<file path="config.mk">
export PLATFORM = sky130hd
export DESIGN_NAME = mem_wb_skid_latch_flat
export DESIGN_NICKNAME = d
export VERILOG_FILES = /design/src/rtl/mem_wb_skid_latch_if.sv /design/src/rtl/mem_wb_skid_latch.sv /design/src/flat_wrapper.sv
export SDC_FILE = /design/constraint.sdc
export NUM_CORES = 1
export LEC_CHECK = 0
export BUFFER_PORTS_ARGS = -buffer_cell sky130_fd_sc_hd__buf_2
export CAP_MARGIN = 25
export CORE_ASPECT_RATIO = 1.2
export CORE_UTILIZATION = 55
export DETAILED_ROUTE_END_ITERATION = 7
export PLACE_DENSITY = 0.86
export SLEW_MARGIN = 5
export SYNTH_ARGS = -nofsm -noshare
export SYNTH_HDL_FRONTEND = slang
export SYNTH_SLANG_ARGS = --single-unit
</file>
<file path="constraint.sdc">
create_clock -name clk -period 7.2 [get_ports clk]
set_clock_uncertainty 0.2 [all_clocks]
set_input_delay 2.16 -clock clk [delete_from_list [all_inputs] [get_ports clk]]
set_output_delay 2.16 -clock clk [all_outputs]
set_load 0.02 [all_outputs]
</file>
<file path="src/rtl/mem_wb_skid_latch_if.sv">
// rtl/mem_wb_skid_latch_if.sv - MEM/WB handshake and status bundle with upstream/downstream modports

interface mem_wb_skid_latch_if #(
    parameter int DATA_W = 32,
    parameter int CTRL_W = 4,
    parameter int REG_W  = 5,
    parameter int CNT_W  = 16
);
    // upstream entry
    logic              in_valid;
    logic              in_ready;
    logic [CTRL_W-1:0] in_ctrl;
    logic [DATA_W-1:0] in_alu;
    logic [DATA_W-1:0] in_rdata;
    logic [REG_W-1:0]  in_wreg;
    logic              in_final;

    // head entry toward write-back
    logic              out_valid;
    logic              out_ready;
    logic [CTRL_W-1:0] out_ctrl;
    logic [DATA_W-1:0] out_alu;
    logic [DATA_W-1:0] out_rdata;
    logic [REG_W-1:0]  out_wreg;
    logic              out_final;

    // bookkeeping
    logic [1:0]        occupancy;
    logic [CNT_W-1:0]  retired;
    logic              done;

    // driver of entries and consumer of the head (memory stage + write-back side)
    modport master (
        output in_valid, in_ctrl, in_alu, in_rdata, in_wreg, in_final, out_ready,
        input  in_ready, out_valid, out_ctrl, out_alu, out_rdata, out_wreg, out_final,
        input  occupancy, retired, done
    );

    // the pipeline register itself
    modport slave (
        input  in_valid, in_ctrl, in_alu, in_rdata, in_wreg, in_final, out_ready,
        output in_ready, out_valid, out_ctrl, out_alu, out_rdata, out_wreg, out_final,
        output occupancy, retired, done
    );
endinterface

</file>
<file path="src/rtl/mem_wb_skid_latch.sv">
// rtl/mem_wb_skid_latch.sv - MEM/WB pipeline register with valid/ready, optional skid entry, flush and retire count

module mem_wb_skid_latch #(
    parameter int DATA_W = 32,
    parameter int CTRL_W = 4,
    parameter int REG_W  = 5,
    parameter int SKID   = 1,
    parameter int CNT_W  = 16
) (
    input  logic clk,
    input  logic inicio,
    input  logic activo,
    input  logic flush,
    mem_wb_skid_latch_if.slave bus
);

    localparam int PW = CTRL_W + 2 * DATA_W + REG_W + 1;

    // occupancy doubles as the state: number of entries held
    typedef enum logic [1:0] {
        EMPTY = 2'd0,
        ONE   = 2'd1,
        FULL  = 2'd2
    } state_t;

    state_t           state_q;
    logic [PW-1:0]    head_q;
    logic [PW-1:0]    skid_q;
    logic [CNT_W-1:0] retired_q;
    logic             done_q;

    logic [PW-1:0]    in_pay;
    logic             in_ready;
    logic             out_valid;
    logic             push;
    logic             pop;

    // payload packing; the final tag sits in bit 0
    assign in_pay = {bus.in_ctrl, bus.in_alu, bus.in_rdata, bus.in_wreg, bus.in_final};

    assign out_valid = activo & (state_q != EMPTY);

    // ready: registered-only in skid mode, pass-through of out_ready in flat mode
    generate
        if (SKID != 0) begin : g_skid_ready
            assign in_ready = activo & ~inicio & (state_q != FULL);
        end else begin : g_flat_ready
            assign in_ready = activo & ~inicio & (~out_valid | bus.out_ready);
        end
    endgenerate

    assign push = bus.in_valid & in_ready;
    assign pop  = out_valid & bus.out_ready;

    // state, payload and bookkeeping update on the falling edge; activo=0 freezes everything
    always_ff @(negedge clk or posedge inicio) begin
        if (inicio) begin
            state_q   <= EMPTY;
            head_q    <= '0;
            skid_q    <= '0;
            retired_q <= '0;
            done_q    <= 1'b0;
        end else if (activo) begin
            if (flush) begin
                // entries are dropped and a same-edge pop is not retired
                state_q <= EMPTY;
                head_q  <= '0;
                skid_q  <= '0;
            end else begin
                unique case (state_q)
                    EMPTY: begin
                        if (push) begin
                            head_q  <= in_pay;
                            state_q <= ONE;
                        end
                    end
                    ONE: begin
                        if (push && pop) begin
                            head_q <= in_pay;
                        end else if (push && (SKID != 0)) begin
                            skid_q  <= in_pay;
                            state_q <= FULL;
                        end else if (pop) begin
                            state_q <= EMPTY;
                        end
                    end
                    FULL: begin
                        // in_ready is low here, so only a pop can happen
                        if (pop) begin
                            head_q  <= skid_q;
                            state_q <= ONE;
                        end
                    end
                    default: state_q <= EMPTY;
                endcase
                if (pop) begin
                    retired_q <= retired_q + CNT_W'(1);
                    if (head_q[0]) begin
                        done_q <= 1'b1;
                    end
                end
            end
        end
    end

    assign bus.in_ready  = in_ready;
    assign bus.out_valid = out_valid;
    assign {bus.out_ctrl, bus.out_alu, bus.out_rdata, bus.out_wreg, bus.out_final} = head_q;
    assign bus.occupancy = state_q;
    assign bus.retired   = retired_q;
    assign bus.done      = done_q;

endmodule
</file>
<file path="src/flat_wrapper.sv">
// flat-port wrapper written by rule: the top's interface ports become plain ports
module mem_wb_skid_latch_flat 
#(
    parameter int DATA_W = 32,
    parameter int CTRL_W = 4,
    parameter int REG_W  = 5,
    parameter int SKID   = 1,
    parameter int CNT_W  = 16
)
  (clk, inicio, activo, flush, bus_in_valid, bus_in_ctrl, bus_in_alu, bus_in_rdata, bus_in_wreg, bus_in_final, bus_out_ready, bus_in_ready, bus_out_valid, bus_out_ctrl, bus_out_alu, bus_out_rdata, bus_out_wreg, bus_out_final, bus_occupancy, bus_retired, bus_done);
  mem_wb_skid_latch_if #(.DATA_W(DATA_W), .CTRL_W(CTRL_W), .REG_W(REG_W), .CNT_W(CNT_W)) bus_i ();
  input  logic clk;
  input  logic inicio;
  input  logic activo;
  input  logic flush;
  input wire logic [$bits(bus_i.in_valid)-1:0] bus_in_valid;
  input wire logic [$bits(bus_i.in_ctrl)-1:0] bus_in_ctrl;
  input wire logic [$bits(bus_i.in_alu)-1:0] bus_in_alu;
  input wire logic [$bits(bus_i.in_rdata)-1:0] bus_in_rdata;
  input wire logic [$bits(bus_i.in_wreg)-1:0] bus_in_wreg;
  input wire logic [$bits(bus_i.in_final)-1:0] bus_in_final;
  input wire logic [$bits(bus_i.out_ready)-1:0] bus_out_ready;
  output wire logic [$bits(bus_i.in_ready)-1:0] bus_in_ready;
  output wire logic [$bits(bus_i.out_valid)-1:0] bus_out_valid;
  output wire logic [$bits(bus_i.out_ctrl)-1:0] bus_out_ctrl;
  output wire logic [$bits(bus_i.out_alu)-1:0] bus_out_alu;
  output wire logic [$bits(bus_i.out_rdata)-1:0] bus_out_rdata;
  output wire logic [$bits(bus_i.out_wreg)-1:0] bus_out_wreg;
  output wire logic [$bits(bus_i.out_final)-1:0] bus_out_final;
  output wire logic [$bits(bus_i.occupancy)-1:0] bus_occupancy;
  output wire logic [$bits(bus_i.retired)-1:0] bus_retired;
  output wire logic [$bits(bus_i.done)-1:0] bus_done;
  assign bus_i.in_valid = bus_in_valid;
  assign bus_i.in_ctrl = bus_in_ctrl;
  assign bus_i.in_alu = bus_in_alu;
  assign bus_i.in_rdata = bus_in_rdata;
  assign bus_i.in_wreg = bus_in_wreg;
  assign bus_i.in_final = bus_in_final;
  assign bus_i.out_ready = bus_out_ready;
  assign bus_in_ready = bus_i.in_ready;
  assign bus_out_valid = bus_i.out_valid;
  assign bus_out_ctrl = bus_i.out_ctrl;
  assign bus_out_alu = bus_i.out_alu;
  assign bus_out_rdata = bus_i.out_rdata;
  assign bus_out_wreg = bus_i.out_wreg;
  assign bus_out_final = bus_i.out_final;
  assign bus_occupancy = bus_i.occupancy;
  assign bus_retired = bus_i.retired;
  assign bus_done = bus_i.done;
  mem_wb_skid_latch #(.DATA_W(DATA_W), .CTRL_W(CTRL_W), .REG_W(REG_W), .SKID(SKID), .CNT_W(CNT_W)) u_core (.clk(clk), .inicio(inicio), .activo(activo), .flush(flush), .bus(bus_i));
endmodule
</file>
Word level (Yosys, flattened, before mapping). Cells that the tools add are included.

$add $sub $neg: 1. Eq/ne operators: 9. Muxes and demuxes: 15. Bitwise gates (word level): 7. Reductions and logical operators: 11.

Operator list (number): $mux W74 (7); $pmux W74 S3 (1); $add A16 B1 Y16 const B (1); $mux W2 (6); $reduce_and A5 Y1 (2); $ne A3 B2 Y1 const B (3); $reduce_and A4 Y1 (2); $pmux W2 S3 (1); $reduce_bool A2 Y1 (3); $and A1 B1 Y1 (5); $ne A2 B2 Y1 const B (2); $ne A4 B2 Y1 const B (1); $reduce_bool A4 Y1 (1); $ne A3 B3 Y1 const B (1); $reduce_and A3 Y1 (1); $eq A2 B1 Y1 const B (1); $eq A2 B2 Y1 const B (1); $logic_not A2 Y1 (1); $not A1 Y1 (2); $logic_and A1 B1 Y1 (1).

Register bits: 167. Word-level logic and storage cells: 48.

Depth between registers and ports, before layout.
Word-level depth: 8. Depth in mapped cells: 7. Mapped depth without buffers: 5.

==> flow_metrics.tcl <==
set metrics [dict create \
    yosys.area.top_type_share_pct 52.04 \
    timing.hold.worst_path_depth 1 \
    hold-path-endpoint "u_core.bus.done" \
    postPlaceCellArea_sq_mm 0.009310 \
    worstReg2RegStart "u_core.bus.occupancy[1]" \
    placedCellCount 1040 \
    finish.cell_count_without_fillers 1075 \
    synthMostInstantiatedCell "sky130_fd_sc_hd__dfrtn_1" \
    syn-mean-instance-area_sq_um 11.41 \
    worst_hold_path_type "register to register" \
    via_count_of_the_first_global_routing_pass 6446 \
    sequential_to_total_area_share_from_yosys_stat_pct 52.04 \
    cts.sinks 167 \
    worst-r2r-cell-count 8 \
    dr_wl_met3_um 666 \
    synth.top_cells.by_area "sky130_fd_sc_hd__dfrtn_1, sky130_fd_sc_hd__mux2i_1, sky130_fd_sc_hd__o2bb2ai_1" \
    critical_path.top_delay_family "flip-flops" \
    critical_path_peak_fanout 4 \
    synthTopCellsByCount "sky130_fd_sc_hd__dfrtn_1, sky130_fd_sc_hd__mux2i_1, sky130_fd_sc_hd__o2bb2ai_1" \
    async_flop_share_pct 100.0 \
    synth-seq-cells 167 \
    multi_input_combinational_cell_area_sq_mm 0.003583 \
    critical_path_depth 3 \
    area_delta_synth_final_pct 24.42 \
    placement_rows 48 \
    wirelength_mm 19.37 \
    insertedDiodeCount 0 \
    grt_first_pass_wirelength_mm 31.91 \
    setup_slack_ns -0.001589 \
    sequential_cell_area_sq_mm 0.004179 \
    ioPinCount 175 \
    final-setup-viol-count 1 \
    die_w_um 112.3 \
    design.die.area_sq_mm 0.01509 \
    clk_pin_slew_worst_paths_ns 0.04 \
    numCtsBuffers 17 \
    topRoutingLayerUsed "met4" \
    critical_path.reg2reg.endpoint "u_core.head_q[54]" \
    globalplace.congestion 0.7961 \
    synth_nets 785 \
    route.antenna.remaining_nets 0 \
    powerDensity_mw_per_mm2 274.2 \
    setup_total_negative_slack_ns -0.001589 \
    clkLatencyLatePin_ns 0.40 \
    routed-via-count 6143 \
    drt_first_pass_iters 7 \
    report.final.hold_viol_count 0 \
    critical_path.startpoint_type "register" \
    timing_worst_setup_path_type "register to output port" \
    crit_required_ns 4.84 \
    setup.reg_to_reg.worst_slack_ns 4.10 \
    ctsHoldBuffers 0 \
    setup.worst_path.end_class "output port" \
    mappedNetlistArea_sq_mm 0.008030 \
    synth_enable_flop_cells 0 \
    cts_tree "done" \
    groute.usage.overall_pct 26.97 \
    dp_hpwl_mm 12.66 \
    worstMarginPinSlew_ns 0.9637 \
    core_area_sq_mm 0.01429 \
    crit_chain "nor2b_4 > nor2_4 > buf_6" \
    slowest_stage_cell_cp "sky130_fd_sc_hd__dfrtn_1" \
    design.final.nets 969 \
    maxSlewHeadroom_pct 35.75 \
    initialDrtViolationCount 308 \
    starting_density_of_the_core_pct 56.18 \
    total_number_of_h_tree_levels 4 \
    antenna_found_initial 0 \
    detail_route.drc_violations 10 \
    worst_ep_arrival_time_ns 4.84 \
    port_buffers 174 \
    final_area_sq_mm 0.009991 \
    outcome "finished, violations left" \
    violated_checks "DRC, setup timing" \
    postSynthCellCount 704 \
    netlist-cell-type-count 38 \
    clk_root_buffer_cell "sky130_fd_sc_hd__clkbuf_16" \
    cts.path.max_buffers 2 \
    length_of_routed_met2_wiring_mm 9.840 \
    ys_dominant_reg_cell "sky130_fd_sc_hd__dfrtn_1" \
    ys.warnings.count 0 \
    globalRouteOverflowTotal 0 \
    ir_worst_vdd_uv 147.4 \
    vias_per_cell 5.714 \
    avgRoutedWirePerCell_um 18.02 \
    timing.hold.worst.start "u_core.bus.done" \
    fillCellCount 1025 \
    met1Wirelength_mm 8.177 \
    p_leak_nw 4.504 \
    cp_slowest_stage_delay_ns 0.47 \
    cp_num_buf_inv 1 \
    timing_max_transition_violations_final 0 \
    synth.largest_area_cell "sky130_fd_sc_hd__dfrtn_1" \
    maxCapViolCount 0 \
    rsz0062_at_grt "true" \
    layout-drive-gt1-share_pct 28.78 \
    power.total_w 0.002740 \
    die_height_um 134.4 \
    grt_max_degree 80 \
]
## logic make-up (layout without fill, tap and decap cells)
group	count (synthesis)	in the layout	synth area share, %
flip-flops	167	167	52.04
AND/OR/NAND/NOR	161	161	10.61
AO/OA/AOI/OAI	160	160	14.40
multiplexers	138	138	17.22
buffers and inverters	61	257	3.833
XOR/XNOR	16	16	1.745
adder cells (fa/ha/maj)	1	1	0.1558
## layer usage
metal	GRT usage [%]	vias up
li1	-	2875
met1	32.91	3056
met2	46.34	169
met3	4.022	43
met4	14.30	0
met5	0	-
## how the worst max path moves through the flow
stage | startpoint | end
final | u_core.bus.occupancy[1] | bus_in_ready
after global routing | u_core.bus.occupancy[1] | bus_in_ready
after CTS | u_core.bus.occupancy[0] | bus_out_valid
after detailed placement | bus_out_ready | u_core.skid_q[13]
after global placement | inicio | u_core.skid_q[58]
after floorplan | inicio | u_core.bus.done
## metrics by stage
step | hold WS, ns | setup slack, ns | utilization, %
floorplan | 0.2262 | -0.7670 | -
CTS | 0.2216 | -0.007210 | 69.88
finish | 0.2161 | -0.001589 | 69.90
detailed placement | 0.2196 | -0.1484 | 65.13
global route | 0.2420 | -0.05792 | 69.90
global placement | 0.1990 | -0.1535 | 65.13
## power breakdown
part,switching [W],internal [W]
Combinational,0.000278,0.000215
Sequential,0.000141,0.00113
Clock,0.000359,0.000616
Total,0.000779,0.00196
## timing repair
action	in CTS	in global routing
buffers inserted	4	0
pin swaps	1	0
resized for setup	5	1
setup endpoints to repair	3	3
## layout by cell type, fill, tap and decap left out, drive strengths merged
cell type,netlist,final
a21oi,1,1
o2bb2ai,74,74
nor3b,1,1
clkbuf,21,25
nor3,2,2
a31oi,1,1
nand4,2,2
ha,1,1
xor2,4,4
and4,4,4
o211a,1,1
o21a,1,1
clkinv,0,2
nand2b,2,2
buf,35,220
o21bai,2,2
nand3b,1,1
and2,3,3
nand2,71,71
mux2i,137,137
xnor2,12,12
a22o,11,11
nand3,5,5
o21ai,65,65
a21o,1,1
mux2,1,1
clkinvlp,0,2
o32ai,2,2
nor2b,65,65
bufinv,0,4
inv,5,4
nor2,3,3
dfrtn,167,167
a32o,1,1
nor4,2,2
## registers in the layout, summed over array words and instances (netlist names)
register / count
u_core.bus.occupancy: 2
u_core.bus.retired: 16
u_core.bus.done: 1
u_core.head_q: 74
u_core.skid_q: 74
## worst reg2reg max path, cell delays in order, from the launching register on
cell                        delay (ns)
sky130_fd_sc_hd__dfrtn_1          0.47
sky130_fd_sc_hd__nor2b_4          0.21
sky130_fd_sc_hd__buf_4            0.37
sky130_fd_sc_hd__buf_4            0.83
sky130_fd_sc_hd__a32o_1           0.30
sky130_fd_sc_hd__buf_4            0.13
sky130_fd_sc_hd__o21ai_4          0.07
sky130_fd_sc_hd__buf_12           0.18
sky130_fd_sc_hd__o2bb2ai_1        0.19
## cell type report
type	instances	share of cell area (%)
Sequential cell	167	41.83
Multi-Input combinational cell	476	35.87
Timing Repair Buffer	221	13.55
Clock buffer	24	4.922
Tap cell	175	2.192
Clock inverter	7	1.415
Inverter	5	0.2254
Power figures use the tool's default switching activity.
